### src/rtl/cordic_host_pkg.sv
// Shared types and sizing helpers for the CORDIC byte-serial host initiator.
package cordic_host_pkg;

  typedef enum logic [1:0] {
    IDLE = 2'd0,
    TX   = 2'd1,
    RX   = 2'd2,
    DONE = 2'd3
  } state_e;

  localparam int DEFAULT_TIMEOUT_CYCLES = 1024;

  // Request bytes: X then Y, each WIDTH bits.
  function automatic int ntx(input int width);
    return (2 * width) / 8;
  endfunction

  // Response bytes: magnitude then phase.
  function automatic int nrx(input int width, input int phase_w);
    return (width + phase_w) / 8;
  endfunction

endpackage

### src/rtl/cordic_host_watchdog.sv
// Stall watchdog for the byte host; only built when CORDIC_HOST_TIMEOUT_EN is defined.
module cordic_host_watchdog
  import cordic_host_pkg::*;
#(
  parameter int TIMEOUT_CYCLES = DEFAULT_TIMEOUT_CYCLES
) (
  input  logic clk,
  input  logic rst_n,
  input  logic i_clear,
  input  logic i_count,
  output logic o_expired
);

  localparam int CNT_W = $clog2(TIMEOUT_CYCLES + 1);

  logic [CNT_W-1:0] r_cnt;

  always_ff @(posedge clk or negedge rst_n) begin
    if (!rst_n) begin
      r_cnt <= '0;
    end else if (i_clear) begin
      r_cnt <= '0;
    end else if (i_count) begin
      r_cnt <= r_cnt + 1'b1;
    end
  end

  // Fires during the cycle whose closing edge would be the TIMEOUT_CYCLES-th idle one.
  assign o_expired = i_count && !i_clear && (r_cnt == CNT_W'(TIMEOUT_CYCLES - 1));

endmodule

### src/rtl/cordic_byte_host.sv
// Byte-serial host for the CORDIC wrapper: serializes (X, Y), collects (mag, phase).
// Optional stall watchdog enabled by defining CORDIC_HOST_TIMEOUT_EN.
module cordic_byte_host
  import cordic_host_pkg::*;
#(
  parameter int WIDTH          = 16,
  parameter int PHASE_W        = 32,
  parameter int TIMEOUT_CYCLES = DEFAULT_TIMEOUT_CYCLES
) (
  input  logic               clk,
  input  logic               rst_n,
  input  logic               req_valid,
  output logic               req_ready,
  input  logic [WIDTH-1:0]   x_in,
  input  logic [WIDTH-1:0]   y_in,
  output logic               resp_valid,
  input  logic               resp_ready,
  output logic [WIDTH-1:0]   mag_out,
  output logic [PHASE_W-1:0] phase_out,
  output logic               resp_err,
  output logic [7:0]         tx_data,
  output logic               tx_valid,
  input  logic               tx_ready,
  input  logic [7:0]         rx_data,
  input  logic               rx_valid,
  output logic               rx_ready
);

  localparam int NTX   = ntx(WIDTH);
  localparam int NRX   = nrx(WIDTH, PHASE_W);
  localparam int RXW   = WIDTH + PHASE_W;
  localparam int IDX_W = $clog2((NTX > NRX) ? NTX : NRX);
  localparam logic [IDX_W-1:0] TX_LAST = IDX_W'(NTX - 1);
  localparam logic [IDX_W-1:0] RX_LAST = IDX_W'(NRX - 1);

  state_e             r_state;
  logic [IDX_W-1:0]   r_idx;
  logic [2*WIDTH-1:0] r_sr;
  logic [RXW-1:0]     r_rx;

  logic w_tx_hs;
  logic w_rx_hs;
  logic w_busy;
  logic w_expired;

  assign w_busy  = (r_state == TX) || (r_state == RX);
  assign w_tx_hs = (r_state == TX) && tx_ready;
  assign w_rx_hs = (r_state == RX) && rx_valid;

  // Every output is a decode of registered state; nothing flows straight from an input.
  assign req_ready  = (r_state == IDLE);
  assign tx_valid   = (r_state == TX);
  assign rx_ready   = (r_state == RX);
  assign resp_valid = (r_state == DONE);
  assign tx_data    = r_sr[7:0];
  assign mag_out    = r_rx[WIDTH-1:0];
  assign phase_out  = r_rx[RXW-1:WIDTH];

`ifdef CORDIC_HOST_TIMEOUT_EN
  logic r_err;

  cordic_host_watchdog #(
    .TIMEOUT_CYCLES(TIMEOUT_CYCLES)
  ) u_watchdog (
    .clk      (clk),
    .rst_n    (rst_n),
    .i_clear  (!w_busy || w_tx_hs || w_rx_hs),
    .i_count  (w_busy),
    .o_expired(w_expired)
  );

  always_ff @(posedge clk or negedge rst_n) begin
    if (!rst_n) begin
      r_err <= 1'b0;
    end else if ((r_state == IDLE) && req_valid) begin
      r_err <= 1'b0;
    end else if (w_expired) begin
      r_err <= 1'b1;
    end
  end

  assign resp_err = r_err;
`else
  // Watchdog compiled out: the expression is constant 0 for any legal TIMEOUT_CYCLES.
  assign w_expired = (TIMEOUT_CYCLES < 0);
  assign resp_err  = 1'b0;
`endif

  // NOTE: state is written only with <= so every branch sees pre-edge values; the
  // response buffer is reset too because mag_out/phase_out must read 0 after reset.
  always_ff @(posedge clk or negedge rst_n) begin
    if (!rst_n) begin
      r_state <= IDLE;
      r_idx   <= '0;
      r_sr    <= '0;
      r_rx    <= '0;
    end else begin
      case (r_state)
        IDLE: begin
          if (req_valid) begin
            r_sr    <= {y_in, x_in};
            r_rx    <= '0;
            r_idx   <= '0;
            r_state <= TX;
          end
        end
        TX: begin
          if (w_tx_hs) begin
            r_sr <= r_sr >> 8;
            if (r_idx == TX_LAST) begin
              r_idx   <= '0;
              r_state <= RX;
            end else begin
              r_idx <= r_idx + 1'b1;
            end
          end else if (w_expired) begin
            r_idx   <= '0;
            r_state <= DONE;
          end
        end
        RX: begin
          if (w_rx_hs) begin
            for (int i = 0; i < NRX; i++) begin
              if (r_idx == IDX_W'(i)) r_rx[i*8 +: 8] <= rx_data;
            end
            if (r_idx == RX_LAST) begin
              r_idx   <= '0;
              r_state <= DONE;
            end else begin
              r_idx <= r_idx + 1'b1;
            end
          end else if (w_expired) begin
            r_idx   <= '0;
            r_state <= DONE;
          end
        end
        DONE: begin
          if (resp_ready) r_state <= IDLE;
        end
        default: r_state <= IDLE;
      endcase
    end
  end

endmodule

### config.mk
export PLATFORM = sky130hd
export DESIGN_NAME = cordic_byte_host
export DESIGN_NICKNAME = d
export VERILOG_FILES = /design/src/rtl/cordic_host_pkg.sv /design/src/rtl/cordic_host_watchdog.sv /design/src/rtl/cordic_byte_host.sv
export SDC_FILE = /design/constraint.sdc
export NUM_CORES = 1
export LEC_CHECK = 0
export CAP_MARGIN = 20
export CELL_PAD_IN_SITES_DETAIL_PLACEMENT = 0
export CELL_PAD_IN_SITES_GLOBAL_PLACEMENT = 1
export CORE_MARGIN = 8
export CORE_UTILIZATION = 40
export CTS_CLUSTER_DIAMETER = 200
export DETAILED_ROUTE_END_ITERATION = 12
export GPL_TIMING_DRIVEN = 1
export PLACE_DENSITY_LB_ADDON = 0.1
export SLEW_MARGIN = 30
export SYNTH_ARGS = -nofsm -noshare
export SYNTH_HDL_FRONTEND = slang
export SYNTH_SLANG_ARGS = --single-unit
export TNS_END_PERCENT = 20
### constraint.sdc
create_clock -name clk -period 3.9 [get_ports clk]
set_input_delay 0.78 -clock clk [delete_from_list [all_inputs] [get_ports clk]]
set_output_delay 0.78 -clock clk [all_outputs]
set_load 0.01 [all_outputs]
==> flow_summary.json <==
{
  "outcome": "completed",
  "busiest_layer": "met2",
  "dp_hpwl_microns": 7360,
  "dr.pass1.iters": 4,
  "hold_violations": 0,
  "slew_viol_final": 0,
  "arrival_ns": 1.80,
  "clock_skew_ns": 0.0157,
  "post_dp_cell_area_sq_um": 5180,
  "cp-start-kind": "register",
  "grt_max_degree": 86,
  "irDropWorstVdd_mv": 0.302,
  "synth_area_leaders": "dfrtp_1 52%, nand2_1 10%, mux2i_1 6.4%",
  "yosysWarningCount": 0,
  "synthTopCellsByCount": "110 x nand2_1, 85 x dfrtp_1, 26 x mux2i_1",
  "setup_viol": 0,
  "cts_sinks": 85,
  "coreArea_sq_um": 10100,
  "cts_made_buffers": 9,
  "synth_ff_type": "dfrtp_1",
  "ant_nets": 0,
  "globalplace.congestion": 0.785,
  "dieWidth_microns": 117,
  "yosysMostFrequentCell": "nand2_1",
  "num_antenna_cells": 0,
  "use_met3_pct": 4.00,
  "die_h_microns": 117,
  "start_util_pct": 40.4,
  "worstMarginPinSlew_ns": 0.807,
  "numPortBuffers": 105,
  "htreeDepth": 3,
  "tns_ns": 0,
  "synth-edff-count": 0,
  "cts_setup_buffers": 0,
  "final_nets": 547,
  "synthArstFlopShare_pct": 100,
  "syn_inst": 402,
  "rsz0062_at_grt": "no",
  "period_needed_ns": 2.58,
  "ys_seq_area_share_pct": 52.0,
  "min_path_type": "in2async",
  "drt-total-wl_microns": 10500,
  "end_kind": "primary output",
  "cp.required_ns": 3.12,
  "power_density_nw_per_um2": 744,
  "antenna_found_initial": 0,
  "power.leakage_nw": 2.28,
  "overflow": 0,
  "slew_headroom_pct": 46.2,
  "vias_per_cell": 5.03,
  "drc": 0,
  "drt_iter0_drc": 197,
  "ys_types": 35,
  "vias": 3169,
  "die-area_sq_um": 13700,
  "met2_usage_pct": 25.7,
  "synthesis.nets": 459,
  "syn2layout_area_growth_pct": 30.8,
  "cts_tree": "yes",
  "cts-root-buf": "clkbuf_8",
  "finalCritPeriodShare_pct": 66.1,
  "cts.repair.resized": 0,
  "pre_cts_ws_ns": 1.16,
  "synth_area_sq_um": 4090,
  "wl_per_cell_microns": 16.7,
  "io_pins": 107,
  "drv_cap": 0,
  "drive_gt1_share_pct": 8.70,
  "avgSynthCellArea_sq_um": 10.2,
  "clk_pin_slew_worst_paths_ns": 0.08,
  "clk-insertion-delay-late_ns": 0.35,
  "cts_hold_buf": 0,
  "yosysTopAreaCell": "dfrtp_1",
  "row_count": 37,
  "fmax_ghz": 0.388,
  "track_usage_pct": 15.9,
  "critPathMaxFanout": 5,
  "grt_pass1_vias": 3307,
  "ctsLongestPathBuffers": 2,
  "yosys_register_bits": 85,
  "final_area_sq_um": 5350,
  "grt_pass1_wl_microns": 16900,
  "worst_slack_ns": 1.32,
  "met1_usage_pct": 20.0,
  "worstSetupPathType": "reg2out",
  "synth.top_cell.area_share_pct": 52.0
}
## state kept, by name, indices dropped and copies added (netlist names)
signal / flops
r_idx: 3
r_rx: 48
r_sr: 32
r_state: 2
## worst max-delay path, stage by stage (launching register included)
cell and delay [ns]:
dfrtp_1 0.41, inv_1 0.14, ha_1 0.33, clkdlybuf4s50_1 0.60
## cells in the final DEF, fill, tap and decap left out, types with 2 or more instances in the layout
cell type,count
clkbuf_8,10
clkinvlp_4,3
inv_1,9
nor2_1,3
nand3_1,12
o21ai_0,25
nand3b_1,8
ha_1,10
mux2i_1,26
clkdlybuf4s50_1,104
nor3_1,2
o211ai_1,8
nor2b_1,5
o221ai_1,24
mux2_2,17
dfrtp_1,85
a21oi_2,2
nand2_1,110
and2_1,8
buf_4,4
## kinds of logic (layout without fill, tap and decap cells)
group / count (synthesis) / after routing / share of synthesized area [%]
simple gates: 155 / 155 / 16.9
mux: 44 / 44 / 11.4
buf+inv: 41 / 133 / 4.95
fa+ha+maj: 11 / 11 / 3.36
flops: 85 / 85 / 52.0
other cells: 1 / 1 / 0.0916
compound gates: 65 / 65 / 11.3
## stage by stage
stage	instances	power [mW]	hold slack (ns)	utilization (%)
4_1_cts	630	4.05	0.479	52.8
3_3_place_gp	615	3.44	0.456	51.0
2_1_floorplan	402	2.76	0.438	-
3_5_place_dp	615	3.48	0.458	51.1
6_report	630	3.98	0.460	52.8
5_1_grt	630	4.31	0.502	52.8
## path summary, 6_finish.rpt
kind                                        start  cells after the start                   end  slack (ns)
setup / recovery           r_state[0]$_DFFE_PN0P_                      3              rx_ready        1.32
hold / removal                              rst_n                      1   r_sr[3]$_DFFE_PN0P_        0.46
setup reg to reg           r_state[1]$_DFFE_PN0P_                      7  r_sr[18]$_DFFE_PN0P_        1.63
hold reg to reg              r_sr[24]$_DFFE_PN0P_                      2  r_sr[24]$_DFFE_PN0P_        0.47
max in group asynchronous                   rst_n                      1   r_rx[7]$_DFFE_PN0P_        2.84
min in group clk             r_sr[24]$_DFFE_PN0P_                      2  r_sr[24]$_DFFE_PN0P_        0.47
## per-layer routing
layer  share of wire (%)  vias up
met4                 1.1        0
met1                  44     1498
met5                   0        -
li1                    -     1560
met3                 7.2        9
met2                  47      102
## power breakdown
part,switching [mW],internal (mW),total [mW],leakage (nW)
Sequential,0.203,1.21,1.42,1.11
Clock,0.312,0.246,0.559,0.0808
Combinational,1.10,0.911,2.01,1.09
## layout make-up
| type | instances | area [sq um] |
|---|---|---|
| repair buffers | 109 | 1080 |
| well taps | 136 | 170 |
| inverters | 9 | 33.8 |
| multi-input cells | 276 | 1770 |
| clock inverters | 5 | 36.3 |
| fillers | 911 | 4790 |
| clock buffers | 10 | 138 |
| flip-flops and latches | 85 | 2130 |
(Power assumes the default switching activity.)
